### config.mk
export PLATFORM = sky130hd
export DESIGN_NAME = eriscv_rst_ctrl
export DESIGN_NICKNAME = d
export VERILOG_FILES = /design/src/rtl/eriscv_rst_ctrl.sv
export SDC_FILE = /design/constraint.sdc
export NUM_CORES = 1
export LEC_CHECK = 0
export ABC_AREA = 1
export CAP_MARGIN = 40
export CORE_MARGIN = 2
export CORE_UTILIZATION = 44
export CTS_CLUSTER_DIAMETER = 60
export DETAILED_ROUTE_END_ITERATION = 10
export PLACE_DENSITY = 0.65
export SYNTH_ARGS = -nofsm -noshare
export SYNTH_HDL_FRONTEND = slang
export SYNTH_SLANG_ARGS = --single-unit
### constraint.sdc
create_clock -name clk -period 1.92 [get_ports clk]
set_input_delay 0.576 -clock clk [delete_from_list [all_inputs] [get_ports clk]]
set_output_delay 0.576 -clock clk [all_outputs]
set_load 0.005 [all_outputs]
### src/rtl/eriscv_rst_ctrl.sv
// Reset controller for eriscv_min_sopc: synchronised board-reset release, programmable hold,
// staggered per-channel release, and software/watchdog re-reset with a cause register.
module eriscv_rst_ctrl #(
    parameter int SYNC_STAGES = 2,
    parameter int HOLD_CYCLES = 16,
    parameter int NUM_CH      = 2,
    parameter int STAGGER     = 4,
    parameter int WDT_WIDTH   = 16
) (
    input  logic                 clk,
    input  logic                 rst,
    input  logic                 sw_rst_req,
    input  logic                 wdt_en,
    input  logic                 wdt_kick,
    input  logic [WDT_WIDTH-1:0] wdt_load,
    output logic [NUM_CH-1:0]    rst_out,
    output logic                 rst_done,
    output logic [1:0]           rst_cause,
    output logic                 wdt_expired
);

    localparam int CNT_MAX = (HOLD_CYCLES > STAGGER) ? HOLD_CYCLES : STAGGER;
    localparam int CNT_W   = $clog2(CNT_MAX + 1);
    localparam int CH_W    = (NUM_CH > 1) ? $clog2(NUM_CH) : 1;

    localparam logic [CNT_W-1:0] HOLD_LAST = CNT_W'(HOLD_CYCLES - 1);
    localparam logic [CNT_W-1:0] STAG_LAST = CNT_W'(STAGGER - 1);
    localparam logic [CH_W-1:0]  LAST_CH   = CH_W'(NUM_CH - 1);

    localparam logic [1:0] S_HOLD    = 2'd0;
    localparam logic [1:0] S_RELEASE = 2'd1;
    localparam logic [1:0] S_RUN     = 2'd2;

    localparam logic [1:0] CAUSE_POR = 2'b00;
    localparam logic [1:0] CAUSE_SW  = 2'b01;
    localparam logic [1:0] CAUSE_WDT = 2'b10;

    logic [SYNC_STAGES-1:0] r_sync;
    logic [1:0]             r_state;
    logic [CNT_W-1:0]       r_cnt;
    logic [CH_W-1:0]        r_ch;
    logic [NUM_CH-1:0]      r_rst_out;
    logic                   r_rst_done;
    logic [1:0]             r_rst_cause;
    logic                   r_wdt_expired;
    logic [WDT_WIDTH-1:0]   r_wdt_cnt;

    logic w_rst_n_sync;
    logic w_in_run;
    logic w_wdt_active;
    logic w_expire;
    logic w_sw;
    logic w_rerst;

    assign w_rst_n_sync = r_sync[SYNC_STAGES-1];
    assign w_in_run     = (r_state == S_RUN);
    assign w_wdt_active = w_in_run && wdt_en;
    assign w_expire     = w_wdt_active && !wdt_kick && (r_wdt_cnt == '0);
    assign w_sw         = w_in_run && sw_rst_req;
    assign w_rerst      = w_sw || w_expire;

    always_ff @(posedge clk or negedge rst) begin
        if (!rst) begin
            r_sync <= '0;
        end else begin
            r_sync <= {r_sync[SYNC_STAGES-2:0], 1'b1};
        end
    end

    // Channels release lowest index first: shifting a zero in from bit 0 clears them in order.
    always_ff @(posedge clk or negedge rst) begin
        if (!rst) begin
            r_state       <= S_HOLD;
            r_cnt         <= '0;
            r_ch          <= '0;
            r_rst_out     <= '1;
            r_rst_done    <= 1'b0;
            r_rst_cause   <= CAUSE_POR;
            r_wdt_expired <= 1'b0;
        end else begin
            r_wdt_expired <= w_expire;
            if (w_rerst) begin
                r_state     <= S_HOLD;
                r_cnt       <= '0;
                r_ch        <= '0;
                r_rst_out   <= '1;
                r_rst_done  <= 1'b0;
                r_rst_cause <= w_sw ? CAUSE_SW : CAUSE_WDT;
            end else begin
                case (r_state)
                    S_HOLD: begin
                        if (!w_rst_n_sync) begin
                            r_cnt <= '0;
                        end else if (r_cnt == HOLD_LAST) begin
                            r_rst_out <= r_rst_out << 1;
                            r_cnt     <= '0;
                            if (NUM_CH == 1) begin
                                r_state    <= S_RUN;
                                r_rst_done <= 1'b1;
                            end else begin
                                r_state <= S_RELEASE;
                                r_ch    <= CH_W'(1);
                            end
                        end else begin
                            r_cnt <= r_cnt + CNT_W'(1);
                        end
                    end
                    S_RELEASE: begin
                        if (r_cnt == STAG_LAST) begin
                            r_rst_out <= r_rst_out << 1;
                            r_cnt     <= '0;
                            if (r_ch == LAST_CH) begin
                                r_state    <= S_RUN;
                                r_rst_done <= 1'b1;
                            end else begin
                                r_ch <= r_ch + CH_W'(1);
                            end
                        end else begin
                            r_cnt <= r_cnt + CNT_W'(1);
                        end
                    end
                    S_RUN: begin
                        r_cnt <= '0;
                    end
                    default: begin
                        r_state <= S_HOLD;
                        r_cnt   <= '0;
                    end
                endcase
            end
        end
    end

    // Watchdog reloads whenever it is not actively counting, so RUN always starts from wdt_load.
    always_ff @(posedge clk or negedge rst) begin
        if (!rst) begin
            r_wdt_cnt <= '0;
        end else if (!w_wdt_active || wdt_kick || w_expire) begin
            r_wdt_cnt <= wdt_load;
        end else begin
            r_wdt_cnt <= r_wdt_cnt - WDT_WIDTH'(1);
        end
    end

    assign rst_out     = r_rst_out;
    assign rst_done    = r_rst_done;
    assign rst_cause   = r_rst_cause;
    assign wdt_expired = r_wdt_expired;

endmodule

# After elaboration in Yosys (flattened, before gate mapping)
# Index checks and enable logic that the tools add are counted.
[op_classes]
n_lt_le_gt_ge = 0
reduce_logical = 18
muxes = 28
multipliers = 0
n_addsub = 3
n_div = 0
n_eq_ne = 9
shift = 0
n_bitwise = 0
[ops]
columns = ["operator", "n"]
rows = [
  ["two-way mux 2 bit", 10],
  ["two-way mux 5 bit", 4],
  ["zero test 16 bit", 1],
  ["two-way mux 16 bit", 1],
  ["subtractor 16 x 1 -> 16 bit (second input constant)", 1],
  ["inequality test 3 bit (second input constant)", 4],
  ["case mux 5 bit (2 select lines)", 1],
  ["two-way mux 1 bit", 9],
  ["case mux 2 bit (3 select lines)", 1],
  ["nonzero test 2 bit", 3],
  ["adder 5 x 1 -> 5 bit (second input constant)", 1],
  ["== test 5 x 2 -> 1 bit (second input constant)", 1],
  ["== test 5 x 4 -> 1 bit (second input constant)", 1],
  ["AND reduction 5 bit", 1],
  ["logical AND 1 bit", 4],
  ["case mux 2 bit (2 select lines)", 1],
  ["AND reduction 4 bit", 1],
  ["logical OR 1 bit", 3],
  ["AND reduction 3 bit", 1],
  ["nonzero test 3 bit", 1],
  ["== test 2 x 1 -> 1 bit (second input constant)", 1],
  ["== test 2 bit (second input constant)", 1],
  ["zero test 1 bit", 2],
  ["zero test 2 bit", 1],
  ["other kinds (3)", 3],
]
[totals]
memories = 0
romBits = 0
mem_bits_rw = 0
latch_bits = 0
regBits = 32

# Depth between registers and ports, before layout
[logic_depth]
depth_word = 7
mapped_depth = 10

# Worst setup path after synthesis
# No wires, ideal clock.
[synth_timing]
kind = "register -> register"
start = "register r_cnt[0]"
end = "register r_rst_out[1] (netlist: rst_out[1])"
setup_slack_ps = 491
path_stages_with_launch = 11
path_buffers = 0
period_less_slack_ps = 1429
setup_ps = 76
t_required_ps = 1844
arrival_ps = 1353
path_cell_list = "dfrtp_1 > ha_1 > nand3_1 > inv_1 > ha_1 > nand2_1 > nand2_1 > nand3_1 > nand2_1 > nor2_1 > nor2_1"
[synth_via]
elab_chain_cells = 3
elab_cells_between_ends = 5
cone_classes = "eq/ne (4); reduce/logical (1)"
[synth_rtl]
columns = ["element", "line", "text"]
rows = [
  ["from (decl)", "40", "logic [CNT_W-1:0] r_cnt;"],
  ["from (signal assigned)", "105", "r_cnt <= r_cnt + CNT_W'(1);"],
  ["from (signal assigned)", "119", "r_cnt <= r_cnt + CNT_W'(1);"],
  ["== test 5 x 2 -> 1 bit / == test 5 x 4 -> 1 bit (equally long branches)", "109, 94", ""],
  ["inequality test 3 bit (no line)", "-", ""],
  ["AND reduction 4 bit (no line) *", "-", ""],
  ["to (signal assigned)", "95", "r_rst_out <= r_rst_out << 1;"],
  ["to (signal assigned)", "110", "r_rst_out <= r_rst_out << 1;"],
  ["to (decl)", "42", "logic [NUM_CH-1:0] r_rst_out;"],
]
# Every way passes the cells marked *; elsewhere a longest branch is shown, timed or not.
# A chain may end at the register's enable or synchronous reset.

# Worst setup path in the final report
[layout_timing]
start = "register r_rst_out[0] (netlist: rst_out[0])"
end = "output port rst_out[0]"
[layout_lines]
columns = ["element", "line", "text"]
rows = [
  ["to (decl)", "16", "output logic [NUM_CH-1:0] rst_out,"],
]
# No word-level cell between the ends.

==> flow_metrics.tcl <==
set metrics [dict create \
    outcome "finished clean" \
    cp.arrival_ps 1310 \
    overflow 0 \
    cp-end-kind "output pin" \
    max_freq_mhz 531.0 \
    p_switching_uw 687.5 \
    max_stage_delay_ps 530 \
    cp-start-kind "flip-flop" \
    switching_share_pct 31.32 \
    cts_hold_buf 0 \
    power.share.clock_pct 28.7 \
    yosys_register_bits 32 \
    grt_pass1_vias 1399 \
    area_delta_synth_final_pct 26.09 \
    p_seq_share_pct 42.4 \
    ys.warnings.count 0 \
    multi_input_area_um2 782.0 \
    syn_inst 222 \
    final_nets 283 \
    die_x_um 66.12 \
    p_int_mw 1.508 \
    synth_top_area_share_pct 44.22 \
    via_per_inst 4.726 \
    io_pins 27 \
    finalInstanceArea_um2 2141 \
    rsz0062_at_grt "no" \
    start_util_pct 46.03 \
    avgSynthCellArea_um2 7.648 \
    dpl.hpwl_um 2455 \
    fp.dieArea_um2 4372 \
    clockRootBuffer "clkbuf_8" \
    mostFrequentLayoutCell "nand2_1" \
    netlist_area_um2 1698 \
    diodes 0 \
    timing_hold_violations_final 0 \
    hold_slack_ps 359.4 \
    skew_ps 4.113 \
    drive_gt1_share_pct 8.880 \
    seq_area_frac_synth_pct 47.31 \
    core_um2 3689 \
    min_period_ps 1883 \
    grt_antenna_before_repair 0 \
    htreeDepth 2 \
    ctsResizeCount 0 \
    cp_num_buf_inv 1 \
    drtAntennaViolNets 0 \
    synthTopCellsByArea "dfrtp_1, nand2_1, nor2_1" \
    clock-sinks 32 \
    via_count 1451 \
    fillerInstances 367 \
    io_buffers 26 \
    dp_cells 298 \
    p_per_area_nw_per_um2 1025 \
    placed_area_um2 2026 \
    path_class "flip-flop to output pin" \
    instances_no_fill 307 \
    final_cell_mix "nand2_1, nor2_1, dfrtp_1" \
    grt_pass1_wl_um 5816 \
    drt_iter0_drc 85 \
    finalSetupViolCount 0 \
    min_period_over_period_pct 98.09 \
    wire_per_inst_um 10.56 \
    design_power_total_mw 2.195 \
    cts_setup_buffers 0 \
    gp_congestion 0.7838 \
    yosysTopAreaCell "dfrtp_1" \
    vdd_drop_max_mv 0.4073 \
    p_comb_share_pct 28.9 \
    worstPathCellList "clkdlybuf4s50_1" \
    post-route-drc-count 0 \
    grt_usage_pct 17.90 \
    dieHeight_um 66.12 \
    max-cap-violations 0 \
    cp_top_family "flip-flops" \
    cts_tree "done" \
    p_leak_nw 1.040 \
    synth_fp_nets 247 \
    yosysUniqueCellTypes 20 \
    slew_violations 0 \
    drt_pass1_iterations 4 \
    wl_um 3243 \
    cp_slowest_cell "dfstp_2" \
    rows 22 \
    path_clk_slew_ps 70 \
    required_ps 1340 \
    cts_max_path_buffers 2 \
    clock_latency_ps 290 \
    min_path_type "flip-flop to flip-flop" \
    cp_max_fo 2 \
    cts_inserted_buffers 5 \
    seqCellArea_um2 803.3 \
    grt_max_degree 33 \
]
[stage by stage]
stage / TNS, ps / setup WS, ps / utilization (%)
after floorplan: 0 / 490.9 / -
after detailed placement: -18.16 / -16.65 / 54.92
after CTS: 0 / 0.2589 / 57.84
final: 0 / 36.61 / 58.04
after global placement: 0 / 48.26 / 54.92
after global routing: 0 / 2.654 / 58.04
[registers in the layout, indices dropped and copies added (netlist names)]
register	cells
r_ch	1
rst_done	1
r_sync	2
wdt_expired	1
r_cnt	5
r_state	2
rst_cause	2
rst_out	2
r_wdt_cnt	16
[kinds of logic after synthesis]
group                    share of synthesized area [%]
AND/OR/NAND/NOR                                  34.41
flip-flops                                       47.31
buffers and inverters                            6.632
AO/OA/AOI/OAI                                    3.832
XOR/XNOR                                         4.643
adder cells (fa/ha/maj)                          2.948
other                                           0.2209
[layer usage]
layer  routed length [um]  part of all wire, %  GRT usage (%)
met1                 1461                   45          20.44
met2                 1598                   49          31.00
met3                  121                  3.7          5.111
met4                   61                  1.9          7.653
met5                    0                    0              0
[synth_stat cells, drive strengths merged]
library cell  count
nand2            78
nor2             34
dfrtp            30
inv              24
nand3            17
o21ai            11
xnor2             6
ha                4
nand4             4
xor2              3
a21oi             2
buf               2
dfstp             2
nand3b            2
nor3              2
conb              1
[layout make-up]
cell class | instances | share of cell area (%)
inverters | 24 | 4.208
multi-input cells | 164 | 36.53
repair buffers | 31 | 13.91
flip-flops and latches | 32 | 37.52
clock inverters | 2 | 1.636
well taps | 48 | 2.805
clock buffers | 6 | 3.390
[power groups by stage]
stage	Combinational, mW	Sequential (mW)	Clock [mW]
2_1_floorplan	0.404	0.929	0
6_report	0.634	0.932	0.629
5_1_grt	0.744	0.949	0.689
4_1_cts	0.638	0.934	0.653
3_3_place_gp	0.622	0.947	0
3_5_place_dp	0.635	0.945	0
[path summary, 6_finish.rpt]
kind / start / endpoint / slack (ps) / depth (start not counted)
setup / recovery: rst_out[0] / rst_out[0] / 40 / 1
hold / removal: r_sync[0] / r_sync[1] / 360 / 0
setup reg to reg: r_cnt[0] / rst_out[1] / 370 / 10
hold reg to reg: r_sync[0] / r_sync[1] / 360 / 0
max in group asynchronous: rst / rst_out[0] / 910 / 2
min in group asynchronous: rst / r_cnt[2] / 680 / 2
(Power assumes the default switching activity.)
